### src/rtl/seq_alu_core.sv
// seq_alu_core: 8-opcode sequential ALU with valid/ready handshakes, carry/zero flags and an iterative shift-add multiplier.
// Defining SEQ_ALU_ACC_EN adds an accumulator that captures every handed-off result and can replace operand A.
module seq_alu_core #(
  parameter int WIDTH  = 8,
  parameter bit MUL_EN = 1'b1
) (
  input  logic             clk,
  input  logic             rst_n,
  input  logic             ena,
  input  logic             in_valid,
  output logic             in_ready,
  input  logic [WIDTH-1:0] in_a,
  input  logic [WIDTH-1:0] in_b,
  input  logic [2:0]       in_op,
  input  logic             in_acc,
  output logic             out_valid,
  input  logic             out_ready,
  output logic [WIDTH-1:0] out_result,
  output logic             out_carry,
  output logic             out_zero
);
  localparam int            CW       = $clog2(WIDTH);
  localparam logic [CW-1:0] CNT_LAST = CW'(WIDTH - 1);

  typedef enum logic [1:0] {IDLE, MUL_BUSY, HOLD} state_e;
  typedef enum logic [2:0] {
    OP_AND, OP_OR, OP_XOR, OP_ADD, OP_SUB, OP_SHL, OP_MUL, OP_PASS
  } op_e;

  state_e               state_q, state_d;
  logic [WIDTH-1:0]     result_q, result_d;
  logic                 carry_q, carry_d;
  logic                 zero_q, zero_d;
  logic [2*WIDTH-1:0]   mcand_q, mcand_d;
  logic [2*WIDTH-1:0]   prod_q, prod_d;
  logic [WIDTH-1:0]     mplier_q, mplier_d;
  logic [CW-1:0]        cnt_q, cnt_d;

  logic [WIDTH-1:0]     op_a;
  logic                 handoff;
  logic [WIDTH:0]       add_w, sub_w;
  logic [2*WIDTH-1:0]   shl_w, step_sum;
  logic [WIDTH-1:0]     alu_res;
  logic                 alu_carry;

  assign handoff = ena && (state_q == HOLD) && out_ready;

`ifdef SEQ_ALU_ACC_EN
  logic [WIDTH-1:0] acc_q;

  assign op_a = in_acc ? acc_q : in_a;

  always_ff @(posedge clk or negedge rst_n) begin
    if (!rst_n)       acc_q <= '0;
    else if (handoff) acc_q <= result_q;
  end
`else
  logic unused_acc;

  assign unused_acc = in_acc;
  assign op_a       = in_a;
`endif

  // Single-cycle datapath; the shift keeps twice the width so shifted-out bits feed the carry.
  assign add_w    = {1'b0, op_a} + {1'b0, in_b};
  assign sub_w    = {1'b0, op_a} - {1'b0, in_b};
  assign shl_w    = {{WIDTH{1'b0}}, op_a} << in_b[CW-1:0];
  assign step_sum = prod_q + (mplier_q[0] ? mcand_q : '0);

  always_comb begin
    alu_res   = op_a;
    alu_carry = 1'b0;
    case (op_e'(in_op))
      OP_AND:  alu_res = op_a & in_b;
      OP_OR:   alu_res = op_a | in_b;
      OP_XOR:  alu_res = op_a ^ in_b;
      OP_ADD:  {alu_carry, alu_res} = add_w;
      OP_SUB:  {alu_carry, alu_res} = sub_w;
      OP_SHL:  begin
        alu_res   = shl_w[WIDTH-1:0];
        alu_carry = |shl_w[2*WIDTH-1:WIDTH];
      end
      default: alu_res = op_a;
    endcase
  end

  // NOTE: every next-state variable takes its hold value first, so no path through the block leaves one unassigned and infers a latch.
  always_comb begin
    state_d  = state_q;
    result_d = result_q;
    carry_d  = carry_q;
    zero_d   = zero_q;
    mcand_d  = mcand_q;
    mplier_d = mplier_q;
    prod_d   = prod_q;
    cnt_d    = cnt_q;
    if (ena) begin
      case (state_q)
        IDLE: begin
          if (in_valid) begin
            if (MUL_EN && (op_e'(in_op) == OP_MUL)) begin
              state_d  = MUL_BUSY;
              mcand_d  = {{WIDTH{1'b0}}, op_a};
              mplier_d = in_b;
              prod_d   = '0;
              cnt_d    = '0;
            end else begin
              state_d  = HOLD;
              result_d = alu_res;
              carry_d  = alu_carry;
              zero_d   = (alu_res == '0);
            end
          end
        end
        MUL_BUSY: begin
          prod_d   = step_sum;
          mcand_d  = mcand_q << 1;
          mplier_d = mplier_q >> 1;
          cnt_d    = cnt_q + CW'(1);
          if (cnt_q == CNT_LAST) begin
            state_d  = HOLD;
            result_d = step_sum[WIDTH-1:0];
            carry_d  = |step_sum[2*WIDTH-1:WIDTH];
            zero_d   = (step_sum[WIDTH-1:0] == '0);
            cnt_d    = '0;
          end
        end
        HOLD: begin
          if (out_ready) state_d = IDLE;
        end
        default: state_d = IDLE;
      endcase
    end
  end

  // NOTE: sequential state uses non-blocking assignments so every register samples the pre-edge values together.
  always_ff @(posedge clk or negedge rst_n) begin
    if (!rst_n) begin
      state_q  <= IDLE;
      result_q <= '0;
      carry_q  <= 1'b0;
      zero_q   <= 1'b0;
      mcand_q  <= '0;
      mplier_q <= '0;
      prod_q   <= '0;
      cnt_q    <= '0;
    end else begin
      state_q  <= state_d;
      result_q <= result_d;
      carry_q  <= carry_d;
      zero_q   <= zero_d;
      mcand_q  <= mcand_d;
      mplier_q <= mplier_d;
      prod_q   <= prod_d;
      cnt_q    <= cnt_d;
    end
  end

  assign in_ready   = ena && (state_q == IDLE);
  assign out_valid  = (state_q == HOLD);
  assign out_result = result_q;
  assign out_carry  = carry_q;
  assign out_zero   = zero_q;

endmodule

### config.mk
export PLATFORM = sky130hd
export DESIGN_NAME = seq_alu_core
export DESIGN_NICKNAME = d
export VERILOG_FILES = /design/src/rtl/seq_alu_core.sv
export SDC_FILE = /design/constraint.sdc
export NUM_CORES = 1
export LEC_CHECK = 0
export ABC_AREA = 0
export CAP_MARGIN = 0
export CORE_UTILIZATION = 50
export CTS_BUF_LIST = sky130_fd_sc_hd__clkbuf_8
export CTS_CLUSTER_DIAMETER = 150
export DETAILED_ROUTE_END_ITERATION = 6
export PLACE_DENSITY = 0.7
export SYNTH_ARGS = -nofsm -noshare
export SYNTH_HDL_FRONTEND = slang
export SYNTH_SLANG_ARGS = --single-unit
### constraint.sdc
create_clock -name clk -period 3.36 [get_ports clk]
set_clock_uncertainty 0.05 [all_clocks]
set_input_delay 0.504 -clock clk [delete_from_list [all_inputs] [get_ports clk]]
set_output_delay 0.504 -clock clk [all_outputs]
set_load 0.1 [all_outputs]
==> out/qor.txt <==
Outcome - finished clean
Part of the power in the clock network - 0.138
Register clock-pin slew on the reported worst setup and hold paths - 100 ps
LEAKAGE - 2.496 nW
Max Cap Viol - 0
Number of synthesized flops with an enable pin - 0
Main combinational cell family by area after synthesis - compound AO/OA/AOI/OAI gates
Post-route antenna net violation count - 0
Post-Synthesis Mean Instance Area - 8.332 µm²
Area of the mapped netlist - 0.004666 mm²
Layout-stage area growth over the synthesis result - 16.09%
Worst Max-Slew Pin Slew - 1002 ps
Wire length of the first global-routing pass - 20690 µm
Total placed instance area - 0.005320 mm²
Vias - 4299
Count of different cell masters after synthesis - 62
Number of rows in the core area - 34
Total of warnings raised by yosys - 0
Power per Cell Area - 526.4 mW/mm²
Total count of max-transition violations in the final report - 0
Cells after Synth - 560
Most frequently used flop master after synthesis - dfrtp_1
CP delay by family, top - compound AO/OA/AOI/OAI gates
Worst slack, placed - -134.7 ps
Worst flop-to-flop path endpoint - out_carry
Avg Vias per Cell - 5.954
Final setup fails - 0
Required arrival time at the worst endpoint - 3510 ps
Initial antenna violation count - 0
Worst reg-to-reg setup slack - 240 ps
Chip width - 98.60 µm
Leading cell type in the layout, fill and taps excluded - nand2_1
Final hold violation count - 0
Share of post-route cells with drive strength above 1 - 0.1238
Master of the slowest instance on the critical path - clkdlybuf4s50_1
CTS tree - done
Violation count after the first detailed-route iteration - 225
RSZ-0062 raised after global routing - no
Top library cells by usage in the layout, fill and taps aside - nand2_1 (61), o21ai_0 (60), dfrtp_1 (55)
Cell at the root of the clock tree - clkbuf_8
Clock buffer count from CTS - 5
Switching Fraction - 0.4768
Arrival time at the worst endpoint - 3320 ps
Cell Chain, Critical Path - clkdlybuf4s50_1, inv_1, ha_1, fa_1, o21bai_1, a21oi_2, or4_1, a31o_1, a311oi_2, o31ai_1, mux2_2
Core area - 0.008891 mm²
Post-synthesis sequential element count - 55
Maximum fanout encountered on the critical timing path - 2
Worst R2R Start - mcand_q[0]
Estimated wirelength of the detail-placed design - 9814 µm
Final period util - 0.9433
Final weighted congestion of routability-driven global placement - 0.9286
GRT Overall Usage - 0.2678
Mux share of post-synthesis cell area - 0.06168
Number of inserted filler cells in the final layout - 813
Worst path max stage delay - 490 ps
Post-cts resize count - 0
Total nets after synthesis - 631
Crit path launch type - input pin
Register share of total power - 0.343
Cell count of the worst reg-to-reg path - 11
Vias in the first global route - 4198
Count of port buffers added during placement - 35
Hold slack final - 302.1 ps
Least setup slack across all paths after layout - 190.7 ps
Die ar. - 0.009722 mm²
Shortest period the worst path allows - 3169 ps
Max-slew headroom - 0.3322
Internal Dissipation - 1.492 mW
Post-Route WL - 12650 µm
Final instance area - 0.005416 mm²
Post-CTS Repair Setup Buffers - 0
Initial Utilization - 0.5248
Die boundary height - 98.60 µm
Path type of the worst min-delay path - input pin to asynchronous set/reset pin
Sequential cell area - 0.001376 mm²
Longest Clk Path Bufs - 2
I/O pin count - 37
Number of antenna cells inserted - 0
Count of hold-fix buffers inserted at cts - 0
Pin count of the biggest net entering global routing - 48
Clock net sink count - 55
Synth Area in XOR/XNOR - 0.03754
Adder-Cell Fraction of Synth Area - 0.1282
Crit path buffers/inverters - 2
Compound-cell area share of the yosys netlist - 0.2515
Worst-Skew Late Latency - 320 ps
Net switching power - 1.359 mW
Register area share after synthesis - 0.2950
Setup crit end kind - flip-flop
Portion of total power attributed to combinational logic - 0.519
Maximum resistive drop on vdd - 0.0002918 V
Fmax achieved - 315.5 MHz
DRC Markers - 0
Maximum level of the CTS H-tree - 2
Global route overflow - 0
Simple-gate share of the synthesized area - 0.1786
Post-synthesis async set-or-reset flop share - 1.000
Number of nets in the final layout - 684
DR pass1 iterations - 5
CP Class - input pin to flip-flop
Area of combinational cells with multiple inputs - 0.003070 mm²
WL per Instance - 17.52 µm
[cell families after synthesis]
kind of cell	count (synthesis)
and+or+nand+nor	180
muxes	20
buffers and inverters	55
xor gates and xnor gates	20
AOI/OAI and AO/OA	184
adders and majority gates	46
DFF	55
[cells in the mapped netlist, types with 7 or more instances]
library cell	instances	share of area
ha_1	43	0.12
a31oi_1	12	0.016
a21oi_1	41	0.044
a22o_1	18	0.034
and2_1	17	0.023
o21ai_0	60	0.064
mux2_2	10	0.024
inv_1	25	0.020
nand3_1	7	0.0075
xnor2_1	14	0.026
nor2_1	50	0.040
nor3_1	13	0.014
nand2b_1	9	0.012
clkbuf_1	20	0.016
dfrtp_1	55	0.29
nand2_1	61	0.049
[registers in the layout, summed over array words and instances, names as in the netlist]
| signal | cells |
|---|---|
| cnt_q | 3 |
| state_q | 2 |
| out_zero | 1 |
| mplier_q | 8 |
| out_result | 8 |
| out_carry | 1 |
| prod_q | 16 |
| mcand_q | 16 |
[routing by layer]
layer | share of wire | GRT usage | vias to the layer above
met2 | 0.49 | 0.4767 | 99
met5 | 0 | 0 | -
met4 | 0.012 | 0.05741 | 0
li1 | - | - | 2121
met1 | 0.46 | 0.3547 | 2065
met3 | 0.034 | 0.02482 | 14
[through the flow]
stage	power [mW]	instances	setup TNS, ps	util
6_report	2.851	722	0	0.6092
3_3_place_gp	2.440	714	-77.05	0.5984
2_1_floorplan	2.029	560	0	-
3_5_place_dp	2.468	714	-196.9	0.5984
5_1_grt	3.018	722	0	0.6092
4_1_cts	2.859	722	0	0.6092
[worst max-delay path by stage]
stage | start | end | slack, ps | cells past startpoint
after floorplan | in_a[0] | out_result[6] | 550 | 10
after global placement | in_a[0] | out_result[6] | -80 | 11
after detailed placement | in_a[0] | out_result[6] | -130 | 11
after CTS | in_a[0] | out_result[6] | 200 | 11
after global routing | mcand_q[0] | out_carry | 30 | 11
final | in_a[0] | out_result[6] | 190 | 11
[power groups by stage]
| stage | combinational [mW] | sequential [mW] | clock, mW |
|---|---|---|---|
| global placement | 1.46 | 0.982 | 0 |
| detailed placement | 1.48 | 0.993 | 0 |
| finish | 1.48 | 0.978 | 0.394 |
| floorplan | 0.658 | 1.37 | 0 |
| CTS | 1.48 | 0.979 | 0.400 |
| global route | 1.59 | 1.00 | 0.424 |
[final cells by class]
cell class,count,share of cell area
Timing Repair Buffer,75,0.1183
Sequential cell,55,0.2541
Clock inverter,3,0.005082
Inverter,26,0.01802
Clock buffer,5,0.01271
Tap cell,108,0.02495
Multi-Input combinational cell,450,0.5669
Note: power is estimated with default switching activity, not from simulation.
